File: src/rtl/layer_sequencer.sv
// Sequencer for one fully connected layer: fetches bias and weight words, pairs them
// with activation groups, drives the MAC/sigmoid ALU and writes one result per neuron.
module layer_sequencer #(
    parameter int LANES   = 4,
    parameter int DATA_W  = 4,
    parameter int ADDR_W  = 16,
    parameter int MAX_IN  = 64,
    parameter int MAX_OUT = 16,
    parameter int MAC_LAT = 3,
    localparam int INW = $clog2(MAX_IN + 1),
    localparam int OUTW = $clog2(MAX_OUT + 1),
    localparam int GW = (MAX_IN > 1) ? $clog2(MAX_IN) : 1,
    localparam int NW = (MAX_OUT > 1) ? $clog2(MAX_OUT) : 1,
    localparam int WW = LANES * DATA_W
) (
    input  logic              clk,
    input  logic              n_rst,
    input  logic              start,
    input  logic              abort,
    input  logic [INW-1:0]    cfg_n_in,
    input  logic [OUTW-1:0]   cfg_n_out,
    input  logic [ADDR_W-1:0] cfg_base,
    output logic              mem_req,
    output logic [ADDR_W-1:0] mem_addr,
    input  logic              mem_valid,
    input  logic [WW-1:0]     mem_data,
    output logic [GW-1:0]     act_raddr,
    input  logic [WW-1:0]     act_rdata,
    output logic              mac_clear,
    output logic              mac_accumulate,
    output logic [DATA_W-1:0] mac_bias,
    output logic [WW-1:0]     mac_weights,
    output logic [WW-1:0]     mac_inputs,
    input  logic [DATA_W-1:0] mac_result,
    output logic              res_we,
    output logic [NW-1:0]     res_addr,
    output logic [DATA_W-1:0] res_data,
    output logic              busy,
    output logic              done,
    output logic              cfg_err
);
    localparam int DRW = (MAC_LAT > 1) ? $clog2(MAC_LAT) : 1;
    localparam logic [INW-1:0]  MAX_IN_C  = INW'(MAX_IN);
    localparam logic [OUTW-1:0] MAX_OUT_C = OUTW'(MAX_OUT);

    typedef enum logic [2:0] {
        S_IDLE, S_REQ_BIAS, S_REQ_W, S_ACCU, S_DRAIN, S_WRITE, S_DONE
    } state_t;

    state_t            state_q, state_d;
    logic [INW-1:0]    n_in_q, n_in_d;
    logic [OUTW-1:0]   n_out_q, n_out_d;
    logic [ADDR_W-1:0] addr_q, addr_d;
    logic [GW-1:0]     group_q, group_d;
    logic [NW-1:0]     neuron_q, neuron_d;
    logic [DRW-1:0]    drain_q, drain_d;
    logic [DATA_W-1:0] bias_q, bias_d;
    logic [WW-1:0]     wts_q, wts_d;
    logic [WW-1:0]     ins_q, ins_d;

    logic cfg_ok, last_grp, last_neuron;

    assign cfg_ok = (cfg_n_in != '0) && (cfg_n_in <= MAX_IN_C) &&
                    (cfg_n_out != '0) && (cfg_n_out <= MAX_OUT_C);
    assign last_grp    = INW'(group_q) == (n_in_q - INW'(1));
    assign last_neuron = OUTW'(neuron_q) == (n_out_q - OUTW'(1));

    always_ff @(posedge clk or negedge n_rst) begin
        if (!n_rst) begin
            state_q  <= S_IDLE;
            n_in_q   <= '0;
            n_out_q  <= '0;
            addr_q   <= '0;
            group_q  <= '0;
            neuron_q <= '0;
            drain_q  <= '0;
            bias_q   <= '0;
            wts_q    <= '0;
            ins_q    <= '0;
        end else begin
            state_q  <= state_d;
            n_in_q   <= n_in_d;
            n_out_q  <= n_out_d;
            addr_q   <= addr_d;
            group_q  <= group_d;
            neuron_q <= neuron_d;
            drain_q  <= drain_d;
            bias_q   <= bias_d;
            wts_q    <= wts_d;
            ins_q    <= ins_d;
        end
    end

    always_comb begin
        state_d  = state_q;
        n_in_d   = n_in_q;
        n_out_d  = n_out_q;
        addr_d   = addr_q;
        group_d  = group_q;
        neuron_d = neuron_q;
        drain_d  = drain_q;
        bias_d   = bias_q;
        wts_d    = wts_q;
        ins_d    = ins_q;
        // Abort outranks everything, including a same-cycle memory accept.
        if (abort && state_q != S_IDLE) begin
            state_d  = S_IDLE;
            addr_d   = '0;
            group_d  = '0;
            neuron_d = '0;
            drain_d  = '0;
        end else begin
            case (state_q)
                S_IDLE: if (start && !abort && cfg_ok) begin
                    n_in_d   = cfg_n_in;
                    n_out_d  = cfg_n_out;
                    addr_d   = cfg_base;
                    group_d  = '0;
                    neuron_d = '0;
                    state_d  = S_REQ_BIAS;
                end
                S_REQ_BIAS: if (mem_valid) begin
                    bias_d  = mem_data[DATA_W-1:0];
                    addr_d  = addr_q + ADDR_W'(1);
                    state_d = S_REQ_W;
                end
                S_REQ_W: if (mem_valid) begin
                    wts_d   = mem_data;
                    ins_d   = act_rdata;
                    addr_d  = addr_q + ADDR_W'(1);
                    state_d = S_ACCU;
                end
                S_ACCU: if (last_grp) begin
                    group_d = '0;
                    drain_d = '0;
                    state_d = S_DRAIN;
                end else begin
                    group_d = group_q + GW'(1);
                    state_d = S_REQ_W;
                end
                S_DRAIN: if (drain_q == DRW'(MAC_LAT - 1)) state_d = S_WRITE;
                         else drain_d = drain_q + DRW'(1);
                S_WRITE: if (last_neuron) state_d = S_DONE;
                         else begin
                             neuron_d = neuron_q + NW'(1);
                             state_d  = S_REQ_BIAS;
                         end
                S_DONE: begin
                    neuron_d = '0;
                    state_d  = S_IDLE;
                end
                default: state_d = S_IDLE;
            endcase
        end
    end

    // act_raddr follows the next group value so the 1-cycle buffer read has
    // already settled by the time REQ_W samples act_rdata.
    always_comb begin
        mem_req        = (state_q == S_REQ_BIAS) || (state_q == S_REQ_W);
        mem_addr       = addr_q;
        act_raddr      = group_d;
        mac_clear      = (state_q == S_REQ_BIAS) && mem_valid && !abort;
        mac_accumulate = (state_q == S_ACCU) && !abort;
        res_we         = (state_q == S_WRITE) && !abort;
        res_addr       = (state_q == S_WRITE) ? neuron_q : '0;
        res_data       = (state_q == S_WRITE) ? mac_result : '0;
        busy           = state_q != S_IDLE;
        done           = (state_q == S_DONE) && !abort;
        cfg_err        = (state_q == S_IDLE) && start && !abort && !cfg_ok;
    end

    assign mac_bias    = bias_q;
    assign mac_weights = wts_q;
    assign mac_inputs  = ins_q;
endmodule
File: config.mk
export PLATFORM = sky130hd
export DESIGN_NAME = layer_sequencer
export DESIGN_NICKNAME = d
export VERILOG_FILES = /design/src/rtl/layer_sequencer.sv
export SDC_FILE = /design/constraint.sdc
export NUM_CORES = 1
export LEC_CHECK = 0
export BUFFER_PORTS_ARGS = -buffer_cell sky130_fd_sc_hd__buf_2
export CORE_UTILIZATION = 52
export CTS_BUF_LIST = sky130_fd_sc_hd__clkbuf_2 sky130_fd_sc_hd__clkbuf_4 sky130_fd_sc_hd__clkbuf_8
export DETAILED_ROUTE_END_ITERATION = 10
export GPL_TIMING_DRIVEN = 0
export PLACE_DENSITY = 0.84
export SYNTH_ARGS = -nofsm -noshare
export SYNTH_HDL_FRONTEND = slang
export SYNTH_SLANG_ARGS = --single-unit
File: constraint.sdc
create_clock -name clk -period 2.5 [get_ports clk]
set_input_delay 0.25 -clock clk [delete_from_list [all_inputs] [get_ports clk]]
set_output_delay 0.25 -clock clk [all_outputs]
set_load 0.05 [all_outputs]
Word-level counts from Yosys, hierarchy flattened
Index checks and enable logic that the tools add are counted.
{ "word_totals": {"regBits": 79, "out_inout_bits": 73} }
{ "classes": {"add_sub_neg": 6, "n_lt_le_gt_ge": 2, "n_eq_ne": 17, "n_mux": 26, "bitwise_logic": 1, "n_reduce_logical": 32} }
{ "op_table": {"columns": ["cell", "n"], "rows": [
  ["$mux 16", 3],
  ["$pmux 16 s2", 1],
  ["$mux 3", 7],
  ["$ne 3x3->1 const B", 7],
  ["$mux 4", 5],
  ["$mux 6", 3],
  ["$pmux 3 s6", 1],
  ["$reduce_and 3->1", 6],
  ["$add 16x1->16 const B", 1],
  ["$logic_and 1x1->1", 14],
  ["$pmux 4 s3", 1],
  ["$pmux 6 s2", 1],
  ["$eq 3x3->1 const B", 3],
  ["$reduce_bool 3->1", 3],
  ["$eq 6x7->1", 1],
  ["$le 7x7->1 const B", 1],
  ["$reduce_bool 7->1", 1],
  ["$sub 7x1->7 const B", 1],
  ["$add 6x1->6 const B", 1],
  ["$eq 3x2->1 const B", 2],
  ["$mux 2", 3],
  ["$eq 4x5->1", 1],
  ["$le 5x5->1 const B", 1],
  ["$reduce_bool 5->1", 1],
  ["other kinds (14)", 15]
]} }

Depth between registers and ports, before layout
Gate-level depths: netlist of run 1.
{ "logic_depth": {"ltp_word": 8, "depth_mapped": 9, "ltp_nobuf": 8} }

Worst setup path before layout of run 1
OpenSTA, ideal clock, no wires.
{ "synth_path": {"kind": "register -> output", "start": "register n_in_q[0]", "end": "output port act_raddr[0]", "arrival_time_ns": 2.857, "required_time_ns": 2.250, "path_slack_ns": -0.607, "stages_incl_launch_ff": 9, "n_path_buf": 0, "path_cell_list": "dfrtp_1 > inv_1 > ha_1 > nor2b_1 > and3b_1 > a221o_1 > o211ai_2 > nand2_1 > o21ai_0"} }
{ "synth_via": {"elab_chain_len": 5} }
{ "synth_lines": {"columns": ["element", "line_no", "text"], "rows": [
  ["from (decl)", "51", "logic [INW-1:0] n_in_q, n_in_d;"],
  ["from (signal assigned)", "82", "n_in_q <= n_in_d;"],
  ["$sub 7x1->7", "65", "assign last_grp = INW'(group_q) == (n_in_q - INW'(1));"],
  ["$eq 6x7->1", "65", null],
  ["$mux 6", "133", "S_ACCU: if (last_grp) begin"],
  ["$pmux 6 s2", "113", "case (state_q)"],
  ["$mux 6", "106", "if (abort && state_q != S_IDLE) begin"],
  ["to (decl)", "27", "output logic [GW-1:0] act_raddr,"]
]} }
Every way passes these cells.

Worst setup path after layout of run 1
{ "layout_path": {"start": "register n_in_q[1]", "end": "output port act_raddr[4]"} }
Same word-level chain as after synthesis.

==> results of run 1 <==
-- per-stage QoR --
stage          utilization  cells  hold WS (ns)  setup TNS, ns  worst slack (ns)
6_report             0.703    695         0.102         -0.363           -0.0858
5_1_grt              0.703    695        0.0911          -1.03            -0.200
4_1_cts              0.696    690        0.0828         -0.792            -0.158
3_5_place_dp         0.654    667         0.258         -0.643            -0.170
3_3_place_gp         0.652    666         0.456         -0.336            -0.128
2_1_floorplan            -    424       -0.0456          -1.21            -0.227
-- routing by layer --
metal,track usage,up-vias,wire length (um)
li1,-,1847,-
met3,0.0780,7,803
met2,0.446,171,5500
met5,0,-,0
met4,0.0534,0,55
met1,0.331,1875,4650
-- logic make-up (layout without fill, tap and decap cells) --
group | count (synthesis) | count (layout) | synth area share
compound gates | 84 | 84 | 0.137
xor+xnor | 12 | 12 | 0.0247
fa+ha+maj | 6 | 6 | 0.0176
buf+inv | 39 | 208 | 0.0405
flops | 79 | 79 | 0.464
mux | 48 | 48 | 0.127
simple gates | 156 | 156 | 0.189
-- flip-flops by register name, summed over array words and instances (netlist names) --
name	count
drain_q	2
group_q	6
mac_bias	4
mac_inputs	16
mac_weights	16
mem_addr	16
n_in_q	7
n_out_q	5
neuron_q	4
state_q	3
-- placed cells by master, fill, tap and decap left out, types with 8 or more instances in the layout --
cell	Yosys	final
xor2_1	8	8
a21oi_1	20	20
nor3_1	14	14
nand3_1	16	16
dfrtp_1	79	79
nand2_1	49	48
mux2_2	45	45
buf_2	6	139
buf_4	1	13
o21ai_0	12	11
nor2_1	25	25
and3_1	12	12
inv_1	19	19
clkbuf_8	0	9
-- repair_timing --
item                                   4_1_cts  5_1_grt
setup endpoints to repair                    6        6
pin swaps                                    9        4
hold buffers                                 1        0
endpoints found under the hold margin       37        0
setup buffers                                6        5
gates resized for setup                     23        6
-- cell type report --
type / instances / area (um^2)
Buffer: 19 / 100
Clock buffer: 9 / 124
Fill cell: 614 / 2320
Clock inverter: 7 / 62.6
Tap cell: 102 / 128
Multi-Input combinational cell: 306 / 2160
Timing Repair Buffer: 153 / 857
Sequential cell: 79 / 1980
Inverter: 20 / 75.1
-- worst max-delay path by stage --
stage / start / slack (ns) / endpoint / depth (start not counted)
finish: n_in_q[1] / -0.09 / act_raddr[4] / 9
global route: n_in_q[1] / -0.20 / act_raddr[0] / 9
CTS: n_in_q[1] / -0.16 / act_raddr[4] / 9
detailed placement: n_in_q[0] / -0.17 / act_raddr[4] / 9
global placement: n_in_q[0] / -0.13 / act_raddr[4] / 9
floorplan: n_in_q[0] / -0.23 / act_raddr[4] / 8
-- Yosys cell counts (all sizes together) (4+ instances only) --
library cell	count	area, um^2
a21oi	20	100
clkbuf	9	33.8
nor2b	6	37.5
nor3b	4	35.0
mux2	47	529
inv	20	75.1
o22ai	8	56.3
dfrtp	79	1980
nand3	17	90.1
nor3	15	80.1
o31ai	5	37.5
buf	10	63.8
xnor2	4	35.0
and2	5	31.3
nor4	5	50.1
nor2	26	100
o21ai	21	109
nand2	49	184
and3	12	75.1
nand2b	4	25.0
xor2	8	70.1
ha	6	75.1
-- worst max-delay path: cells and delay by family, from the launching register on --
kind | cells | cell delay [ns]
AOI/OAI and AO/OA | 3 | 0.74
and+or+nand+nor | 3 | 0.45
DFF | 1 | 0.38
buffers and inverters | 2 | 0.24
adders and majority gates | 1 | 0.19
-- power by group through the flow --
stage	clock [uW]	combinational [uW]	sequential, uW
after floorplan	0	389	1990
after global placement	0	1030	1630
after detailed placement	0	1070	1650
after CTS	945	1110	1630
after global routing	986	1210	1660
final	915	1140	1630
==> insert_results.sql, run 1 <==
INSERT INTO impl_metrics (metric_group, metric, value, unit) VALUES
('logic_synthesis', 'syn_inst', '424', ''),
('worst_hold_path', 'min_to', 'mac_bias[2]', ''),
('place', 'gp_routability_congestion', '0.887', ''),
('critical_path', 'timing.reg2reg.worst_path_depth', '8', ''),
('sta', 'slew_violations', '0', ''),
('finish', 'fin_area', '0.00549', 'mm^2'),
('flow_run', 'maxCapViolCount', '0', ''),
('drt', 'via_count', '3900', ''),
('logic_synthesis', 'avgSynthCellArea', '10.0', 'um^2'),
('die', 'fp.coreArea', '0.00781', 'mm^2'),
('die', 'floorplan.rows', '32', ''),
('logic_synthesis', 'synth.lib_cells_used.distinct', '66', ''),
('worst_hold_path', 'min_delay_startpoint', 'mem_data[2]', ''),
('critical_path', 'critical_path_peak_fanout', '5', ''),
('logic_synthesis', 'synthesis.nets', '499', ''),
('pwr', 'p_comb_frac', '0.309', ''),
('worst_hold_path', 'number_of_cells_on_the_worst_hold_path', '3', ''),
('sta', 'finalHoldViolations', '0', ''),
('die', 'die_x', '92.5', 'um'),
('pwr', 'powerDensity', '671', 'mW/mm^2'),
('logic_synthesis', 'synthArstFlopShare', '1.00', ''),
('pwr', 'fin_total_pwr', '3680', 'uW'),
('critical_path', 'r2r-end', 'neuron_q[3]', ''),
('drt', 'route.detailed.wl_per_inst', '15.8', 'um'),
('die', 'floorplan.initialDensity', '0.546', ''),
('pwr', 'share_seq_of_total_power', '0.443', ''),
('critical_path', 'arrival', '2.34', 'ns'),
('critical_path', 'worstSetupPathType', 'reg -> out', ''),
('place', 'instance_area_at_placement', '0.00511', 'mm^2'),
('pwr', 'internal_power', '2200', 'uW'),
('drt', 'post-route-drc-count', '0', ''),
('finish', 'final_nets', '663', ''),
('logic_synthesis', 'synthesis.area', '0.00426', 'mm^2'),
('grt', 'first_global_vias', '3777', ''),
('clock_tree', 'cts_inserted_buffers', '9', ''),
('grt', 'grt_start_max_net_pins', '43', ''),
('sta', 'setup_repair_after_global_routing_missed_its_margin', 'true', ''),
('sta', 'slew_headroom', '0.565', ''),
('worst_hold_path', 'hold_class', 'in -> reg', ''),
('finish', 'area_delta_synth_final', '28.8', '%'),
('finish', 'antenna_cells_inserted', '0', ''),
('logic_synthesis', 'ys_seq_elements', '79', ''),
('logic_synthesis', 'synthesis.yosys.warnings', '0', ''),
('pwr', 'swShare', '0.402', ''),
('critical_path', 'critical-path-max-stage-delay', '0.38', 'ns'),
('sta', 'worst_slack', '-0.0858', 'ns'),
('sta', 'worst_slew_pin_slew', '0.650', 'ns'),
('logic_synthesis', 'synth-seq-area-share', '0.464', ''),
('die', 'die_area', '0.00856', 'mm^2'),
('sta', 'finalClockSkew', '0.0140', 'ns'),
('pwr', 'cellLeakagePower', '0.00292', 'uW'),
('critical_path', 'crit_path_top_delay_cell', 'dfrtp_1', ''),
('grt', 'grt_pass1_wl', '17700', 'um'),
('critical_path', 'required', '2.25', 'ns'),
('grt', 'antenna_found_initial', '0', ''),
('sta', 'max_freq', '0.387', 'GHz'),
('critical_path', 'worst_setup_path_start_kind', 'register', ''),
('pwr', 'vdd.ir_drop.worst', '0.000650', 'V'),
('clock_tree', 'cts.clk_slew.worst_paths', '0.10', 'ns'),
('place', 'detailedPlacementHpwl', '8030', 'um'),
('run_status', 'outcome', 'complete, but fails checks', ''),
('drt', 'routed_via_density', '5.61', ''),
('sta', 'finalSetupViolations', '6', ''),
('sta', 'finalCritPeriodShare', '1.03', ''),
('critical_path', 'rrSetupSlack', '0.19', 'ns'),
('clock_tree', 'numClockSinks', '79', ''),
('logic_synthesis', 'synth_flop_cell', 'dfrtp_1', ''),
('sta', 'finalWorstPathRequiredPeriod', '2.59', 'ns'),
('drt', 'number_of_violations_reported_at_the_end_of_detailed_routing_iteration_0', '228', ''),
('critical_path', 'critPathCaptureType', 'primary output', ''),
('run_status', 'failed_checks', 'negative setup slack', '');
No activity file was read; power rests on OpenSTA's default activity.
==> inputs of run 2 (changes only) <==
--- a/config.mk
+++ b/config.mk
@@ -6,11 +6,13 @@
 export NUM_CORES = 1
 export LEC_CHECK = 0
 export BUFFER_PORTS_ARGS = -buffer_cell sky130_fd_sc_hd__buf_2
-export CORE_UTILIZATION = 52
+export CELL_PAD_IN_SITES_DETAIL_PLACEMENT = 1
+export CELL_PAD_IN_SITES_GLOBAL_PLACEMENT = 2
+export CORE_UTILIZATION = 31
 export CTS_BUF_LIST = sky130_fd_sc_hd__clkbuf_2 sky130_fd_sc_hd__clkbuf_4 sky130_fd_sc_hd__clkbuf_8
 export DETAILED_ROUTE_END_ITERATION = 10
 export GPL_TIMING_DRIVEN = 0
-export PLACE_DENSITY = 0.84
+export PLACE_DENSITY = 0.83
 export SYNTH_ARGS = -nofsm -noshare
 export SYNTH_HDL_FRONTEND = slang
 export SYNTH_SLANG_ARGS = --single-unit
==> insert_results.sql, run 2 (synthesis results as in run 1) <==
INSERT INTO impl_metrics (metric_group, metric, value, unit) VALUES
('drt', 'route.detailed.wl_per_inst', '16.6', 'um'),
('clock_tree', 'cts.clk_slew.worst_paths', '0.09', 'ns'),
('pwr', 'clock_power_share', '0.253', ''),
('finish', 'fin_util', '0.422', ''),
('pwr', 'vdd.ir_drop.worst', '0.000392', 'V'),
('clock_tree', 'clock_path_buffers', '2', ''),
('finish', 'final_layout_size_suffix_gt1_frac', '0.435', ''),
('critical_path', 'timing.reg2reg.worst_path_depth', '10', ''),
('critical_path', 'worst-path-stages', '9', ''),
('grt', 'grt_start_max_net_pins', '48', ''),
('clock_tree', 'cts_htree_levels', '3', ''),
('worst_hold_path', 'min_to', 'mac_bias[3]', ''),
('die', 'die_x', '119', 'um'),
('clock_tree', 'cts_inserted_buffers', '9', ''),
('sta', 'max_freq', '0.379', 'GHz'),
('drt', 'routed_wl', '12700', 'um'),
('critical_path', 'crit_family', 'compound AO/OA/AOI/OAI gates', ''),
('place', 'instance_area_at_placement', '0.00521', 'mm^2'),
('pwr', 'switching_power', '1550', 'uW'),
('grt', 'grt_pass1_wl', '21300', 'um'),
('pwr', 'share_seq_of_total_power', '0.432', ''),
('critical_path', 'critical_path_peak_fanout', '5', ''),
('sta', 'hold_slack', '0.0876', 'ns'),
('finish', 'antenna_cells_inserted', '0', ''),
('sta', 'setup_repair_after_global_routing_missed_its_margin', 'true', ''),
('critical_path', 'r2r_startpoint', 'n_in_q[0]', ''),
('die', 'fp.coreArea', '0.0133', 'mm^2'),
('critical_path', 'worstSetupPathType', 'reg -> out', ''),
('finish', 'area_delta_synth_final', '31.6', '%'),
('finish', 'fillerInstances', '1585', ''),
('worst_hold_path', 'number_of_cells_on_the_worst_hold_path', '3', ''),
('clock_tree', 'clockRootBuffer', 'clkbuf_8', ''),
('critical_path', 'r2r-end', 'drain_q[0]', ''),
('finish', 'final_nets', '659', ''),
('critical_path', 'rrSetupSlack', '0.14', 'ns'),
('sta', 'worst_slack', '-0.140', 'ns'),
('run_status', 'failed_checks', 'negative setup slack', ''),
('critical_path', 'worst_setup_path_start_kind', 'register', ''),
('critical_path', 'cp_num_buf_inv', '2', ''),
('pwr', 'swShare', '0.411', ''),
('finish', 'layout.cells.most_common_list', '139 x buf_2, 78 x dfrtp_1, 48 x nand2_1', ''),
('critical_path', 'critical-path-max-stage-delay', '0.39', 'ns'),
('sta', 'worst_slew_pin_slew', '0.753', 'ns'),
('clock_tree', 'cts_tree', 'done', ''),
('pwr', 'powerDensity', '674', 'mW/mm^2'),
('die', 'floorplan.initialDensity', '0.320', ''),
('sta', 'finalSetupViolations', '6', ''),
('finish', 'fin_area', '0.00561', 'mm^2'),
('sta', 'tns', '-0.594', 'ns'),
('sta', 'slew_violations', '0', ''),
('grt', 'groute.usage.overall', '0.190', ''),
('sta', 'finalWorstPathRequiredPeriod', '2.64', 'ns'),
('clock_tree', 'clk-insertion-delay-late', '0.37', 'ns'),
('worst_hold_path', 'hold_class', 'in -> reg', ''),
('grt', 'grt_remaining_overflow', '0', ''),
('drt', 'route.antenna.remaining_nets', '0', ''),
('pwr', 'fin_total_pwr', '3780', 'uW'),
('drt', 'number_of_violations_reported_at_the_end_of_detailed_routing_iteration_0', '173', ''),
('place', 'gp_routability_congestion', '0.789', ''),
('drt', 'drt_pre_antenna_iters', '4', ''),
('critical_path', 'critPathCaptureType', 'primary output', ''),
('place', 'detailedPlacementHpwl', '9400', 'um'),
('finish', 'mostFrequentLayoutCell', 'buf_2', ''),
('grt', 'antenna_found_initial', '0', ''),
('clock_tree', 'numClockSinks', '79', ''),
('die', 'die_area', '0.0142', 'mm^2'),
('run_status', 'outcome', 'complete, but fails checks', ''),
('flow_run', 'maxCapViolCount', '0', ''),
('pwr', 'p_comb_frac', '0.316', ''),
('critical_path', 'required', '2.25', 'ns'),
('critical_path', 'arrival', '2.39', 'ns'),
('sta', 'finalHoldViolations', '0', ''),
('pwr', 'internal_power', '2230', 'uW'),
('sta', 'finalCritPeriodShare', '1.06', ''),
('worst_hold_path', 'min_delay_startpoint', 'mem_data[3]', ''),
('sta', 'finalClockSkew', '0.00516', 'ns'),
('place', 'io_buffers', '140', ''),
('die', 'floorplan.io_pins', '142', ''),
('critical_path', 'critical_path.cell_chain', 'inv_2 > ha_4 > nor2b_4 > and3b_2 > a221o_1 > o211ai_4 > nand2_2 > o21ai_2 > buf_6', ''),
('drt', 'via_count', '3867', ''),
('pwr', 'cellLeakagePower', '0.00291', 'uW'),
('sta', 'slew_headroom', '0.496', ''),
('die', 'floorplan.rows', '42', ''),
('grt', 'first_global_vias', '4232', ''),
('critical_path', 'crit_path_top_delay_cell', 'dfrtp_2', ''),
('die', 'chipHeight', '119', 'um'),
('drt', 'routed_via_density', '5.05', ''),
('drt', 'post-route-drc-count', '0', '');
-- run 2: area by class of cell --
cell class                      count  area [um^2]  share of cell area
Buffer                             19          104              0.0185
Multi-Input combinational cell    306         2200               0.393
Tap cell                          176          220              0.0393
Clock inverter                      7         61.3              0.0109
Timing Repair Buffer              149          838               0.150
Inverter                           20         75.1              0.0134
Sequential cell                    79         1980               0.353
Clock buffer                        9          124              0.0221
-- run 2: stage by stage --
stage,setup WS (ns),instances
floorplan,-0.227,424
global placement,-0.215,740
detailed placement,-0.252,741
CTS,-0.136,763
global route,-0.224,765
finish,-0.140,765
-- run 2: worst max-delay path by stage --
stage,from,end
2_1_floorplan,n_in_q[0],act_raddr[4]
3_3_place_gp,n_in_q[0],act_raddr[4]
6_report,n_in_q[0],act_raddr[0]
4_1_cts,n_in_q[1],act_raddr[0]
3_5_place_dp,n_in_q[0],act_raddr[4]
5_1_grt,n_in_q[0],act_raddr[0]
-- run 2: power by group through the flow --
stage               sequential (uW)  combinational (uW)  clock [uW]
floorplan                      1990                 389           0
global placement               1640                1050           0
detailed placement             1660                1090           0
CTS                            1630                1170         998
global route                   1660                1280        1030
finish                         1630                1190         955
-- run 2: timing repair --
action,4_1_cts,5_1_grt
setup buffers,5,2
endpoints found under the hold margin,32,0
pin swaps,11,2
setup endpoints to repair,6,10
hold buffers,1,0
gates resized for setup,32,12
-- run 2: per-layer routing --
metal / wire length (um) / global-route usage
met1: 5420 / 0.230
met2: 6350 / 0.320
met3: 829 / 0.0651
met4: 120 / 0.0522
met5: 0 / 0
-- run 2: worst register-to-register path: cells and delay by family (launching register included) --
kind | cells | cell delay [ns]
AO/OA/AOI/OAI | 3 | 0.63
adder cells (fa/ha/maj) | 1 | 0.16
buffers and inverters | 3 | 0.38
flip-flops | 1 | 0.39
multiplexers | 1 | 0.36
AND/OR/NAND/NOR | 2 | 0.33
==> inputs of run 3 (changes only) <==
--- a/config.mk
+++ b/config.mk
@@ -5,14 +5,15 @@
 export SDC_FILE = /design/constraint.sdc
 export NUM_CORES = 1
 export LEC_CHECK = 0
+export ABC_AREA = 1
 export BUFFER_PORTS_ARGS = -buffer_cell sky130_fd_sc_hd__buf_2
 export CELL_PAD_IN_SITES_DETAIL_PLACEMENT = 1
 export CELL_PAD_IN_SITES_GLOBAL_PLACEMENT = 2
-export CORE_UTILIZATION = 31
+export CORE_UTILIZATION = 29
 export CTS_BUF_LIST = sky130_fd_sc_hd__clkbuf_2 sky130_fd_sc_hd__clkbuf_4 sky130_fd_sc_hd__clkbuf_8
 export DETAILED_ROUTE_END_ITERATION = 10
 export GPL_TIMING_DRIVEN = 0
-export PLACE_DENSITY = 0.83
+export PLACE_DENSITY = 0.84
 export SYNTH_ARGS = -nofsm -noshare
 export SYNTH_HDL_FRONTEND = slang
 export SYNTH_SLANG_ARGS = --single-unit
==> insert_results.sql, run 3 <==
INSERT INTO impl_metrics (metric_group, metric, value, unit) VALUES
('run_status', 'outcome', 'complete, no violations', ''),
('sta', 'slew_headroom', '0.629', ''),
('finish', 'layout.cells.most_common_list', '195 x nand2_1, 136 x buf_2, 79 x dfrtp_1', ''),
('worst_hold_path', 'min_to', 'mac_weights[15]', ''),
('logic_synthesis', 'ys_seq_elements', '79', ''),
('place', 'detailedPlacementHpwl', '10400', 'um'),
('critical_path', 'r2r_startpoint', 'state_q[0]', ''),
('logic_synthesis', 'synthesis.yosys.warnings', '0', ''),
('drt', 'routed_wl', '13400', 'um'),
('logic_synthesis', 'synthesis.nets', '664', ''),
('critical_path', 'crit_path_top_delay_cell', 'dfrtp_1', ''),
('grt', 'grt_remaining_overflow', '0', ''),
('sta', 'max_freq', '0.423', 'GHz'),
('finish', 'final_layout_size_suffix_gt1_frac', '0.305', ''),
('place', 'io_buffers', '140', ''),
('pwr', 'switching_power', '4320', 'uW'),
('sta', 'worst_slack', '0.134', 'ns'),
('critical_path', 'required', '2.25', 'ns'),
('sta', 'finalClockSkew', '0.0102', 'ns'),
('worst_hold_path', 'hold_class', 'in -> reg', ''),
('pwr', 'cellLeakagePower', '0.00309', 'uW'),
('grt', 'grt_start_max_net_pins', '46', ''),
('die', 'die_x', '126', 'um'),
('finish', 'post_layout_nonfiller_instances', '942', ''),
('sta', 'finalSetupViolations', '0', ''),
('pwr', 'share_seq_of_total_power', '0.284', ''),
('critical_path', 'timing.reg2reg.worst_path_depth', '9', ''),
('clock_tree', 'clk-insertion-delay-late', '0.38', 'ns'),
('logic_synthesis', 'synth-seq-area-share', '0.441', ''),
('drt', 'number_of_violations_reported_at_the_end_of_detailed_routing_iteration_0', '192', ''),
('place', 'instance_area_at_placement', '0.00545', 'mm^2'),
('finish', 'multiInputGateArea', '0.00222', 'mm^2'),
('finish', 'mostFrequentLayoutCell', 'nand2_1', ''),
('sta', 'slew_violations', '0', ''),
('logic_synthesis', 'synthArstFlopShare', '1.00', ''),
('pwr', 'vdd.ir_drop.worst', '0.000875', 'V'),
('finish', 'fillerInstances', '1890', ''),
('pwr', 'powerDensity', '1350', 'mW/mm^2'),
('die', 'chipHeight', '126', 'um'),
('sta', 'worst_slew_pin_slew', '0.555', 'ns'),
('flow_run', 'maxCapViolCount', '0', ''),
('drt', 'route.detailed.wl_per_inst', '14.2', 'um'),
('place', 'pre_cts_slack', '0.0988', 'ns'),
('logic_synthesis', 'synth-edff-count', '0', ''),
('logic_synthesis', 'synthMostInstantiatedCell', 'nand2_1', ''),
('finish', 'seq_area', '0.00198', 'mm^2'),
('place', 'dpl.cell_count', '918', ''),
('clock_tree', 'cts_htree_levels', '3', ''),
('critical_path', 'critical_path.cell_chain', 'inv_2 > ha_4 > inv_1 > nand2_1 > nand2_1 > nand2_1 > nand2_1 > nand2_1 > nor2_2 > nand2_2 > nand3b_1 > a21oi_2 > buf_6', ''),
('drt', 'drt_pre_antenna_iters', '4', ''),
('clock_tree', 'clock_path_buffers', '2', ''),
('logic_synthesis', 'synthesis.area', '0.00448', 'mm^2'),
('critical_path', 'worstSetupPathType', 'reg -> out', ''),
('clock_tree', 'clockRootBuffer', 'clkbuf_8', ''),
('logic_synthesis', 'synth.lib_cells_used.distinct', '32', ''),
('critical_path', 'r2r-end', 'mac_weights[15]', ''),
('critical_path', 'critical_path_peak_fanout', '6', ''),
('clock_tree', 'cts_inserted_buffers', '9', ''),
('finish', 'area_delta_synth_final', '29.4', '%'),
('drt', 'via_count', '4409', ''),
('logic_synthesis', 'avgSynthCellArea', '7.60', 'um^2'),
('pwr', 'clock_power_share', '0.121', ''),
('sta', 'finalHoldViolations', '0', ''),
('finish', 'fin_area', '0.00580', 'mm^2'),
('die', 'floorplan.initialDensity', '0.296', ''),
('die', 'floorplan.rows', '45', ''),
('grt', 'grt_pass1_wl', '22700', 'um'),
('die', 'die_area', '0.0159', 'mm^2'),
('finish', 'final_nets', '824', ''),
('drt', 'route.antenna.remaining_nets', '0', ''),
('sta', 'setup_repair_after_global_routing_missed_its_margin', 'true', ''),
('pwr', 'swShare', '0.550', ''),
('worst_hold_path', 'number_of_cells_on_the_worst_hold_path', '2', ''),
('pwr', 'internal_power', '3530', 'uW'),
('clock_tree', 'cts_tree', 'done', ''),
('logic_synthesis', 'netlist.top_cell.by_area', 'dfrtp_1', ''),
('critical_path', 'critPathCaptureType', 'primary output', ''),
('pwr', 'p_comb_frac', '0.595', ''),
('grt', 'antenna_found_initial', '0', ''),
('drt', 'post-route-drc-count', '0', ''),
('sta', 'finalWorstPathRequiredPeriod', '2.37', 'ns'),
('clock_tree', 'cts.clk_slew.worst_paths', '0.09', 'ns'),
('critical_path', 'arrival', '2.12', 'ns'),
('sta', 'hold_slack', '0.0788', 'ns'),
('critical_path', 'rrSetupSlack', '0.46', 'ns'),
('grt', 'groute.usage.overall', '0.178', ''),
('worst_hold_path', 'min_delay_startpoint', 'mem_data[15]', ''),
('die', 'floorplan.io_pins', '142', ''),
('logic_synthesis', 'synth_top_area_frac', '0.441', ''),
('sta', 'finalCritPeriodShare', '0.946', ''),
('finish', 'antenna_cells_inserted', '0', ''),
('critical_path', 'worst_setup_path_start_kind', 'register', ''),
('critical_path', 'critical-path-max-stage-delay', '0.41', 'ns'),
('logic_synthesis', 'synth_top_cells_by_count', '203 x nand2_1, 79 x dfrtp_1, 72 x inv_1, 51 x nor2_1, 41 x o21ai_0', ''),
('critical_path', 'critical-path-top-cell-by-count', 'nand2_1', ''),
('die', 'fp.coreArea', '0.0151', 'mm^2'),
('logic_synthesis', 'synth_area_leaders', 'dfrtp_1 44%, nand2_1 17%, inv_1 6.0%', ''),
('drt', 'routed_via_density', '4.68', ''),
('clock_tree', 'numClockSinks', '79', ''),
('logic_synthesis', 'synth_flop_cell', 'dfrtp_1', ''),
('place', 'gp_routability_congestion', '0.749', ''),
('logic_synthesis', 'syn_inst', '589', ''),
('grt', 'first_global_vias', '4659', '');
-- run 3: changes by cell type in the layout (fill, tap and decap cells not counted), moves of 6 or more --
| cell | delta |
|---|---|
| nand2_1 | +147 |
| inv_1 | +52 |
| o21ai_0 | +30 |
| mux2_2 | -22 |
| nand3_1 | +21 |
| nor2_1 | +21 |
| a21oi_1 | -18 |
| and3_1 | -12 |
| nand4_1 | +9 |
| nand2_2 | +8 |
| o21ai_1 | -6 |
| o22ai_1 | -6 |
-- run 3: repair_timing --
| action | CTS | global route |
|---|---|---|
| endpoints found under the hold margin | 34 | 0 |
| gates cloned | 0 | 0 |
| setup endpoints to repair | 6 | 6 |
| setup buffers | 4 | 3 |
| gates resized for setup | 25 | 9 |
| pin swaps | 7 | 8 |
| hold buffers | 1 | 0 |
-- run 3: how the worst max path moves through the flow --
stage                from      endpoint  slack, ns
6_report        n_in_q[1]  act_raddr[5]       0.13
4_1_cts         n_in_q[1]  act_raddr[5]      0.006
3_5_place_dp   state_q[1]  act_raddr[5]        0.1
2_1_floorplan  state_q[0]  act_raddr[5]       0.04
5_1_grt         n_in_q[0]  act_raddr[0]      -0.03
3_3_place_gp    n_in_q[0]  act_raddr[4]       0.12
-- run 3: layer usage --
| metal | wire length [um] | GRT usage | vias up |
|---|---|---|---|
| met2 | 6720 | 0.315 | 73 |
| met4 | 160 | 0.0461 | 0 |
| met5 | 0 | 0 | - |
| met3 | 450 | 0.0425 | 14 |
| met1 | 6030 | 0.216 | 2146 |
| li1 | - | - | 2176 |
-- run 3: final cells by class --
type                       instances  share of cell area
buffer                            12              0.0117
clock buffer                      10              0.0237
clock inverter                     6             0.00842
inverter                          76              0.0496
multi-input combinational        422               0.382
sequential                        79               0.341
tap                              188              0.0406
timing repair buffer             149               0.143
-- run 3: per-stage QoR --
stage          total power (uW)  TNS [ns]  utilization
3_5_place_dp               6760         0        0.360
2_1_floorplan              5550         0            -
6_report                   7850         0        0.383
3_3_place_gp               6630         0        0.358
4_1_cts                    7890         0        0.379
5_1_grt                    8460   -0.0257        0.383
-- run 3: power by group through the flow --
| stage | logic [uW] | registers, uW | clock network [uW] |
|---|---|---|---|
| global placement | 4420 | 2210 | 0 |
| finish | 4670 | 2230 | 953 |
| detailed placement | 4520 | 2240 | 0 |
| CTS | 4650 | 2230 | 1010 |
| floorplan | 2000 | 3550 | 0 |
| global route | 5090 | 2310 | 1050 |
-- run 3: kinds of logic after synthesis --
logic type / after synthesis / synth area share
adder cells (fa/ha/maj): 6 / 0.0168
flip-flops: 79 / 0.441
buffers and inverters: 88 / 0.0793
AO/OA/AOI/OAI: 50 / 0.0564
XOR/XNOR: 12 / 0.0235
multiplexers: 28 / 0.0704
AND/OR/NAND/NOR: 326 / 0.312
-- run 3: worst max-delay path: cells and delay by family (launching register included) --
kind            cells  cell delay, ns
flops               1            0.41
compound gates      1            0.24
simple gates        8            0.63
buf+inv             3            0.32
fa+ha+maj           1            0.15
